`src/rtl/sprite_mem_arbiter.sv`:
```
// -----------------------------------------------------------------------------
// sprite_mem_arbiter
//
// Shares the single sprite-table BRAM port B between two requesters:
//   R0 - display-side sprite loader (read only)
//   R1 - game-logic engine (read and write)
//
// Each access uses a valid/grant handshake. A requester may take exclusive
// ownership of the port across several accesses (lock), bounded by LOCK_MAX
// cycles. When ownership is forcibly withdrawn, lock_err pulses for one cycle.
// Read returns are tagged so that each read lands on the rvalid of the
// requester that issued it, two cycles after its grant.
//
// Optional build macro:
//   SPRITE_ARB_FIXED_PRI_EN - when defined, R0 always wins a tie in the idle
//                             state instead of round-robin. The lock timeout
//                             behaviour is unchanged.
//
// Ports:
//   clk, reset            system clock, synchronous active-high reset
//   req0/lock0/addr0      R0 read request, lock request, address
//   gnt0                  combinational grant for R0
//   rvalid0/rdata0        R0 read return (rdata0 always mirrors q_b)
//   req1/lock1/addr1      R1 request, lock request, address
//   wdata1/we1            R1 write data and write/read select
//   gnt1                  combinational grant for R1
//   rvalid1/rdata1        R1 read return (rdata1 always mirrors q_b)
//   addr_b/data_b/we_b    registered BRAM port B controls
//   q_b                   BRAM port B read data, one cycle after addr_b
//   lock_err              one-cycle pulse on forced lock release
// -----------------------------------------------------------------------------
module sprite_mem_arbiter #(
   parameter int unsigned ADDR_W   = 10,
   parameter int unsigned DATA_W   = 16,
   parameter int unsigned LOCK_MAX = 64
) (
   input  logic              clk,
   input  logic              reset,
   // R0: display-side loader
   input  logic              req0,
   input  logic              lock0,
   input  logic [ADDR_W-1:0] addr0,
   output logic              gnt0,
   output logic              rvalid0,
   output logic [DATA_W-1:0] rdata0,
   // R1: game-logic engine
   input  logic              req1,
   input  logic              lock1,
   input  logic [ADDR_W-1:0] addr1,
   input  logic [DATA_W-1:0] wdata1,
   input  logic              we1,
   output logic              gnt1,
   output logic              rvalid1,
   output logic [DATA_W-1:0] rdata1,
   // BRAM port B
   output logic [ADDR_W-1:0] addr_b,
   output logic [DATA_W-1:0] data_b,
   output logic              we_b,
   input  logic [DATA_W-1:0] q_b,
   // Status
   output logic              lock_err
);

   // Counter holds values 0..LOCK_MAX without wrapping.
   localparam int unsigned CNT_W = $clog2(LOCK_MAX) + 1;
   localparam logic [CNT_W-1:0] CntOne  = CNT_W'(1);
   localparam logic [CNT_W-1:0] CntMax  = CNT_W'(LOCK_MAX);
   // The grant cycle counts as the first held cycle, so the release decision
   // is taken in the cycle whose count is one short of the limit.
   localparam logic [CNT_W-1:0] CntLast = CNT_W'(LOCK_MAX - 1);

   typedef enum logic [1:0] {
      ArbIdle  = 2'd0,
      ArbLock0 = 2'd1,
      ArbLock1 = 2'd2
   } state_e;

   // ---------------------------------------------------------------------------
   // State
   // ---------------------------------------------------------------------------
   state_e            state_q, state_d;
   logic [CNT_W-1:0]  cnt_q, cnt_d;
   logic              last_q, last_d;      // 0: R0 granted last, 1: R1 granted last
   logic              lock_err_q, lock_err_d;

   logic [ADDR_W-1:0] addr_b_q, addr_b_d;
   logic [DATA_W-1:0] data_b_q, data_b_d;
   logic              we_b_q, we_b_d;

   // Read-return pipeline: stage 1 while addr_b is on the pins, stage 2 while
   // q_b carries the data. Tag 0 = R0, tag 1 = R1.
   logic              s1_v_q, s1_v_d;
   logic              s1_tag_q, s1_tag_d;
   logic              s2_v_q, s2_v_d;
   logic              s2_tag_q, s2_tag_d;

   logic              win0, win1;
   logic              own_lock;

   // ---------------------------------------------------------------------------
   // Arbitration (combinational grants)
   // ---------------------------------------------------------------------------
   always_comb begin
      win0 = 1'b0;
      win1 = 1'b0;
      if (!reset) begin
         case (state_q)
            ArbIdle: begin
               if (req0 && req1) begin
`ifdef SPRITE_ARB_FIXED_PRI_EN
                  win0 = 1'b1;
`else
                  // Round-robin: the requester that did not win last time.
                  win0 = last_q;
                  win1 = ~last_q;
`endif
               end else begin
                  win0 = req0;
                  win1 = req1;
               end
            end
            // While locked only the owner may be served, even if it is idle.
            ArbLock0: win0 = req0;
            ArbLock1: win1 = req1;
            default: begin
               win0 = 1'b0;
               win1 = 1'b0;
            end
         endcase
      end
   end

   assign gnt0 = win0;
   assign gnt1 = win1;

   assign own_lock = (state_q == ArbLock0) ? lock0 : lock1;

   // ---------------------------------------------------------------------------
   // Lock FSM next state
   // ---------------------------------------------------------------------------
   always_comb begin
      state_d    = state_q;
      cnt_d      = cnt_q;
      last_d     = last_q;
      lock_err_d = 1'b0;

      if (win0) begin
         last_d = 1'b0;
      end else if (win1) begin
         last_d = 1'b1;
      end

      case (state_q)
         ArbIdle: begin
            cnt_d = '0;
            // A lock is only ever taken through a grant.
            if (win0 && lock0) begin
               state_d = ArbLock0;
               cnt_d   = CntOne;
            end else if (win1 && lock1) begin
               state_d = ArbLock1;
               cnt_d   = CntOne;
            end
         end
         ArbLock0, ArbLock1: begin
            if (!own_lock) begin
               state_d = ArbIdle;
               cnt_d   = '0;
            end else if (cnt_q == CntLast) begin
               // Forced release: the owner is recorded as last winner so the
               // other requester takes the next tie.
               state_d    = ArbIdle;
               cnt_d      = CntMax;
               lock_err_d = 1'b1;
               last_d     = (state_q == ArbLock1);
            end else begin
               cnt_d = cnt_q + CntOne;
            end
         end
         default: begin
            state_d = ArbIdle;
            cnt_d   = '0;
         end
      endcase
   end

   // ---------------------------------------------------------------------------
   // BRAM port B controls and read tagging
   // ---------------------------------------------------------------------------
   always_comb begin
      addr_b_d = addr_b_q;
      data_b_d = data_b_q;
      we_b_d   = 1'b0;
      if (win0) begin
         addr_b_d = addr0;
      end else if (win1) begin
         addr_b_d = addr1;
         data_b_d = wdata1;
         we_b_d   = we1;
      end

      s1_v_d   = win0 | (win1 & ~we1);
      s1_tag_d = win1;
      s2_v_d   = s1_v_q;
      s2_tag_d = s1_tag_q;
   end

   // ---------------------------------------------------------------------------
   // Registers
   // ---------------------------------------------------------------------------
   always_ff @(posedge clk) begin
      if (reset) begin
         state_q    <= ArbIdle;
         cnt_q      <= '0;
         last_q     <= 1'b1;
         lock_err_q <= 1'b0;
         addr_b_q   <= '0;
         data_b_q   <= '0;
         we_b_q     <= 1'b0;
         s1_v_q     <= 1'b0;
         s1_tag_q   <= 1'b0;
         s2_v_q     <= 1'b0;
         s2_tag_q   <= 1'b0;
      end else begin
         state_q    <= state_d;
         cnt_q      <= cnt_d;
         last_q     <= last_d;
         lock_err_q <= lock_err_d;
         addr_b_q   <= addr_b_d;
         data_b_q   <= data_b_d;
         we_b_q     <= we_b_d;
         s1_v_q     <= s1_v_d;
         s1_tag_q   <= s1_tag_d;
         s2_v_q     <= s2_v_d;
         s2_tag_q   <= s2_tag_d;
      end
   end

   // ---------------------------------------------------------------------------
   // Outputs
   // ---------------------------------------------------------------------------
   assign addr_b   = addr_b_q;
   assign data_b   = data_b_q;
   assign we_b     = we_b_q;
   assign lock_err = lock_err_q;

   assign rvalid0  = s2_v_q & ~s2_tag_q;
   assign rvalid1  = s2_v_q & s2_tag_q;
   assign rdata0   = q_b;
   assign rdata1   = q_b;

   // Structural sanity: grants are exclusive and never unrequested.
   always_ff @(posedge clk) begin
      if (!reset) begin
         assert (!(gnt0 && gnt1));
         assert (!gnt0 || req0);
         assert (!gnt1 || req1);
         assert (cnt_q <= CntMax);
      end
   end

endmodule
```
`config.mk`:
```
export PLATFORM = sky130hd
export DESIGN_NAME = sprite_mem_arbiter
export DESIGN_NICKNAME = d
export VERILOG_FILES = /design/src/rtl/sprite_mem_arbiter.sv
export SDC_FILE = /design/constraint.sdc
export NUM_CORES = 1
export LEC_CHECK = 0
export BUFFER_PORTS_ARGS = -buffer_cell sky130_fd_sc_hd__buf_2
export CORE_UTILIZATION = 47
export CTS_CLUSTER_SIZE = 12
export DETAILED_ROUTE_END_ITERATION = 12
export PLACE_DENSITY = 0.86
export SETUP_SLACK_MARGIN = 0.15
export SLEW_MARGIN = 25
export SYNTH_ARGS = -nofsm -noshare
export SYNTH_HDL_FRONTEND = slang
export SYNTH_SLANG_ARGS = --single-unit
```
`constraint.sdc`:
```
create_clock -name clk -period 3.8 [get_ports clk]
set_clock_uncertainty 0.15 [all_clocks]
set_input_delay 0.38 -clock clk [delete_from_list [all_inputs] [get_ports clk]]
set_output_delay 0.38 -clock clk [all_outputs]
set_load 0.02 [all_outputs]
```
==> results of run 1 <==
-- path summary, 6_finish.rpt --
kind	from	to	slack, ps
setup reg to reg	state_q[0]	last_q	1150
hold / removal	we1	s1_v_q	140
hold reg to reg	s1_tag_q	s2_tag_q	300
setup / recovery	state_q[0]	gnt1	880
-- logic make-up after synthesis --
kind of cell             synth area share
adder cells (fa/ha/maj)            0.0301
flip-flops                          0.405
buffers and inverters               0.168
multiplexers                      0.00542
XOR/XNOR                           0.0169
AND/OR/NAND/NOR                     0.182
AO/OA/AOI/OAI                       0.193
-- power breakdown --
part	leakage (nW)	total [mW]	internal (mW)	switching, mW
Clock	0.0431	0.281	0.140	0.141
Sequential	0.342	0.479	0.466	0.0127
Combinational	0.610	0.177	0.0677	0.109
-- layout by cell type (no fill, tap or decap), drive strengths merged, types with 5 or more instances in the layout --
master  synthesis  routed
nand3          21      21
buf            41      77
o21ai          18      18
ha              5       5
dfxtp          42      42
inv             5       5
a21oi          17      17
nand2          26      26
a311oi         10      10
nor2           18      18
clkbuf          7       6
-- worst max-delay path, stage by stage, from the launching register on --
cell      delay (ps)
dfxtp_1          330
inv_1            110
ha_1             210
nand3b_1         140
o211ai_1          90
buf_4            230
inv_1            680
buf_2            300
-- metrics by stage --
| stage | instance area [um2] | setup slack [ps] |
|---|---|---|
| final | 2290 | 879 |
| after global routing | 2290 | 750 |
| after CTS | 2290 | 889 |
| after detailed placement | 2200 | 956 |
| after global placement | 2200 | 961 |
| after floorplan | 2080 | 1740 |
-- per-layer routing --
layer | up-vias | share of wire | routed length, um
li1 | 862 | - | -
met1 | 790 | 0.42 | 1880
met2 | 71 | 0.46 | 2060
met3 | 9 | 0.091 | 405
met4 | 0 | 0.019 | 84
met5 | - | 0 | 0
-- registers in the layout, indices dropped and copies added, names as in the netlist --
signal    cells
s2_v_q        1
lock_err      1
s1_v_q        1
s1_tag_q      1
s2_tag_q      1
cnt_q         7
last_q        1
state_q       2
addr_b       10
data_b       16
we_b          1
-- layout make-up --
| type | count | area share |
|---|---|---|
| Timing Repair Buffer | 77 | 0.172 |
| Sequential cell | 42 | 0.368 |
| Clock buffer | 6 | 0.0361 |
| Multi-Input combinational cell | 145 | 0.389 |
| Tap cell | 50 | 0.0274 |
| Inverter | 5 | 0.00821 |
==> flow_summary.yaml, run 1 <==
yosys:
  synth.distinct_cells: 39
  synth-edff-count: 0
  synth.cell_area_mm2: 0.00208
  synth_ff_type: "dfxtp_1"
  post-synth-top-count-cell: "dfxtp_1"
  synthTopCellsByCount: "dfxtp_1 (42), buf_4 (32), nand2_1 (26)"
  syn_avg_cell_area_um2: 8.66
  synth_area_leaders: "dfxtp_1 (40%), buf_4 (12%), a311oi_2 (6.5%)"
  synth_seq_cells: 42
  syn_inst: 240
  yosys.area.top_type: "dfxtp_1"
  synth_top_area_frac: 0.405
  async_reset_ff_frac: 0
  synth_nets: 304
  synth_warnings: 0
  yosysSeqAreaShare: 0.405
final_layout:
  ff_latch_area_um2: 841
  multiInputGateArea_um2: 888
  nFillCells: 388
  antennaDiodeCount: 0
  area_delta_synth_final_pct: 9.99
  fin_cells: 325
  final_core_util: 0.555
  drive_above_1_share: 0.345
  fin_nets: 340
power_and_ir_drop:
  report.power.total_mw: 0.937
  p_leak_nw: 0.996
  powerDensity_mw_per_mm2: 410
  vdd_drop_max_uv: 171
global_routing:
  grt_usage: 0.199
  grt_pass1_wl_um: 6820
  overflow: 0
  use_met2: 0.317
  grt_max_degree: 37
  use_met3: 0.0641
  top_usage_layer: "met2"
  grtUsageMet1: 0.232
  antenna_found_initial: 0
  grt_pass1_vias: 1550
clock_tree:
  cts_setup_buffers: 0
  hold_buffers: 0
  cts_tree: "yes"
  clockBufferDepth: 2
  cts_resized: 0
  clk_pin_slew_ps: 70
  clk_latency_ps: 290
  clock-sinks: 42
  cts_made_buffers: 5
  root_buffer: "clkbuf_8"
  htree_levels: 2
min_path:
  hold_path_depth: 2
  hold_path.class: "input pin to flop"
setup_path:
  crit_path_start_kind: "flop"
  reg2regPathDepth: 8
  crit_arrival_ps: 2390
  required_ps: 3270
  critPathKind: "flop to output port"
  crit_path_end_kind: "output port"
  path_max_fanout: 31
routing:
  wl_um: 4430
  ant_nets: 0
  wl_per_cell_um: 13.6
  first_iter_violations: 90
  dr.pass1.iters: 4
  vias_per_cell: 5.33
  drc: 0
  via_count: 1732
timing:
  finalSetupTns_ps: 0
  finalCritPeriodShare: 0.769
  drv_slew: 0
  period_needed_ps: 2920
  slew_headroom: 0.401
  holdWs_ps: 144
  hold_viol_final: 0
  fmax_mhz: 342
  rsz0062_at_grt: "no"
  setup_violations: 0
  max_slew.worst_pin.slew_ps: 897
die:
  die_x_um: 68.5
  row_count: 23
  chipHeight_um: 68.5
  core_mm2: 0.00412
  io_pins: 123
  start_util: 0.505
  die-area_mm2: 0.00469
placed_design:
  post-place-cells: 319
  hpwl_um: 3110
  place.gp.congestion: 0.887
  io_buffers: 74
status:
  status: "complete, no violations"
job:
  maxCapViolCount: 0
Power figures use the tool's default switching activity.
==> run 2: changes to the inputs <==
--- a/config.mk
+++ b/config.mk
@@ -6,10 +6,10 @@
 export NUM_CORES = 1
 export LEC_CHECK = 0
 export BUFFER_PORTS_ARGS = -buffer_cell sky130_fd_sc_hd__buf_2
-export CORE_UTILIZATION = 47
+export CORE_UTILIZATION = 39
 export CTS_CLUSTER_SIZE = 12
 export DETAILED_ROUTE_END_ITERATION = 12
-export PLACE_DENSITY = 0.86
+export PLACE_DENSITY = 0.76
 export SETUP_SLACK_MARGIN = 0.15
 export SLEW_MARGIN = 25
 export SYNTH_ARGS = -nofsm -noshare
==> constraint.sdc (replaced) <==
create_clock -name clk -period 2.5 [get_ports clk]
set_clock_uncertainty 0.15 [all_clocks]
set_input_delay 0.25 -clock clk [delete_from_list [all_inputs] [get_ports clk]]
set_output_delay 0.25 -clock clk [all_outputs]
set_load 0.02 [all_outputs]
==> run 2 against run 1 <==
  * Sequential power rose by 52%
  * Power rose by 55%
  * First-iteration DRC count rose by 37%
  * Global-route usage fell by 3.5 points
  * Wire length rose by 0.63%
  * Sequential share of layout area fell by 1.2 points
  * Worst hold slack got worse by 110 ps
  * Flip-flop and latch count did not move
  * Non-clock buffer count rose by 4
  * Critical path type unchanged
==> flow_summary.yaml, run 2 (synthesized netlist as in run 1, its figures left out) <==
power_and_ir_drop:
  p_sw_frac: 0.281
  vdd_drop_max_uv: 294
  power_frac_seq: 0.502
  powerDensity_mw_per_mm2: 614
  report.power.total_mw: 1.45
  power_frac_comb: 0.194
  p_leak_nw: 1.02
  p_int_mw: 1.04
  power_frac_clock: 0.305
  p_sw_mw: 0.408
final_layout:
  antennaDiodeCount: 0
  final_core_util: 0.463
  largest_reg_flops: 16
  drive_above_1_share: 0.367
  area_delta_synth_final_pct: 13.7
  final_common_cell: "buf_2"
  fin_cells: 351
  final_cell_mix: "buf_2 (74), dfxtp_1 (42), nand2_1 (26)"
  fin_nets: 344
setup_path:
  required_ps: 2100
  crit_path_end_kind: "output port"
  cp_cell_sequence: "inv_1 -> ha_2 -> nor2_1 -> or4b_4 -> inv_4 -> buf_2"
  worstReg2RegEnd: "last_q"
  max_stage_delay_ps: 540
  crit_path_start_kind: "flop"
  crit_arrival_ps: 1810
  critPathKind: "flop to output port"
  cp_slowest_cell: "or4b_4"
  r2r_setup_slack_ps: 360
  r2r_start: "state_q[0]"
  path_max_fanout: 6
  reg2regPathDepth: 6
timing:
  hold_viol_final: 0
  fmax_mhz: 452
  fin_ws_ps: 288
  finalCritPeriodShare: 0.885
  rsz0062_at_grt: "no"
  period_needed_ps: 2210
  setup_violations: 0
  finalSetupTns_ps: 0
  max_slew.worst_pin.slew_ps: 317
  slew_headroom: 0.789
  drv_slew: 0
job:
  maxCapViolCount: 0
routing:
  dr.pass1.iters: 4
  top_layer: "met4"
  drc: 0
  drt-met1-wl_um: 2090
  vias_per_cell: 4.97
  wl_um: 4460
  via_count: 1743
  wl_per_cell_um: 12.7
  ant_nets: 0
  first_iter_violations: 123
  dr_wl_met2_um: 2080
  wl_met3_um: 233
min_path:
  hold_path.class: "input pin to flop"
  worstHoldStart: "we1"
  hold_path_depth: 2
  holdPathEnd: "s1_v_q"
clock_tree:
  root_buffer: "clkbuf_8"
  htree_levels: 2
  clockBufferDepth: 2
  clk_latency_ps: 280
  clk_pin_slew_ps: 80
  cts_made_buffers: 5
  hold_buffers: 0
  clock-sinks: 42
  cts_tree: "yes"
global_routing:
  grt_usage: 0.164
  grt_max_degree: 40
  overflow: 0
  grt_pass1_wl_um: 7010
  antenna_found_initial: 0
  grt_pass1_vias: 1539
die:
  core_mm2: 0.00511
  row_count: 26
  die_x_um: 75
  start_util: 0.407
  chipHeight_um: 75
  die-area_mm2: 0.00563
  io_pins: 123
status:
  status: "complete, no violations"
placed_design:
  post-place-ws_ps: 297
  io_buffers: 74
  place.gp.congestion: 0.938
  post-place-cells: 342
  hpwl_um: 3070
==> run 2: area by class of cell <==
type | count | area [um2]
multi-input combinational | 145 | 895
inverter | 5 | 21.3
timing repair buffer | 81 | 427
clock buffer | 7 | 86.3
fill | 507 | 2750
sequential | 42 | 841
tap | 70 | 87.6
clock inverter | 1 | 5.00
==> run 2: metrics by stage <==
stage                     area, um2  hold slack, ps
after floorplan                2080             216
after global placement         2250             268
after detailed placement       2250             293
after CTS                      2350            40.7
after global routing           2360            36.9
final                          2360            36.2
==> run 2: how the worst max path moves through the flow <==
stage | start | to | slack (ps) | cells after the start
after global routing | state_q[0] | gnt1 | 180 | 7
final | state_q[0] | gnt0 | 290 | 6
after global placement | state_q[0] | last_q | 340 | 6
after detailed placement | state_q[0] | last_q | 300 | 6
after CTS | state_q[0] | gnt0 | 230 | 6
after floorplan | state_q[0] | last_q | 520 | 7
==> run 2: per-layer routing <==
layer  track usage  up-vias
met2         0.265       57
li1              -      874
met3        0.0388        8
met4        0.0734        0
met1         0.207      804
met5             0        -
==> run 2: critical path: cells and delay by family, from the launching register on <==
kind                     cells  cell delay (ps)
adder cells (fa/ha/maj)      1              250
buffers and inverters        3              350
flip-flops                   1              330
AND/OR/NAND/NOR              2              600
==> run 2: repair_timing <==
item	in CTS	in global routing
buffers inserted	1	0
endpoints found under the setup margin	1	3
gates resized for setup	1	4
cloned	0	0
==> run 2: power groups by stage <==
stage                     clock, mW  sequential [mW]  combinational, mW
after CTS                     0.457            0.728              0.278
after floorplan                   0            0.777              0.224
final                         0.442            0.728              0.281
after global placement            0            0.742              0.269
after detailed placement          0            0.742              0.274
after global routing          0.491            0.734              0.310
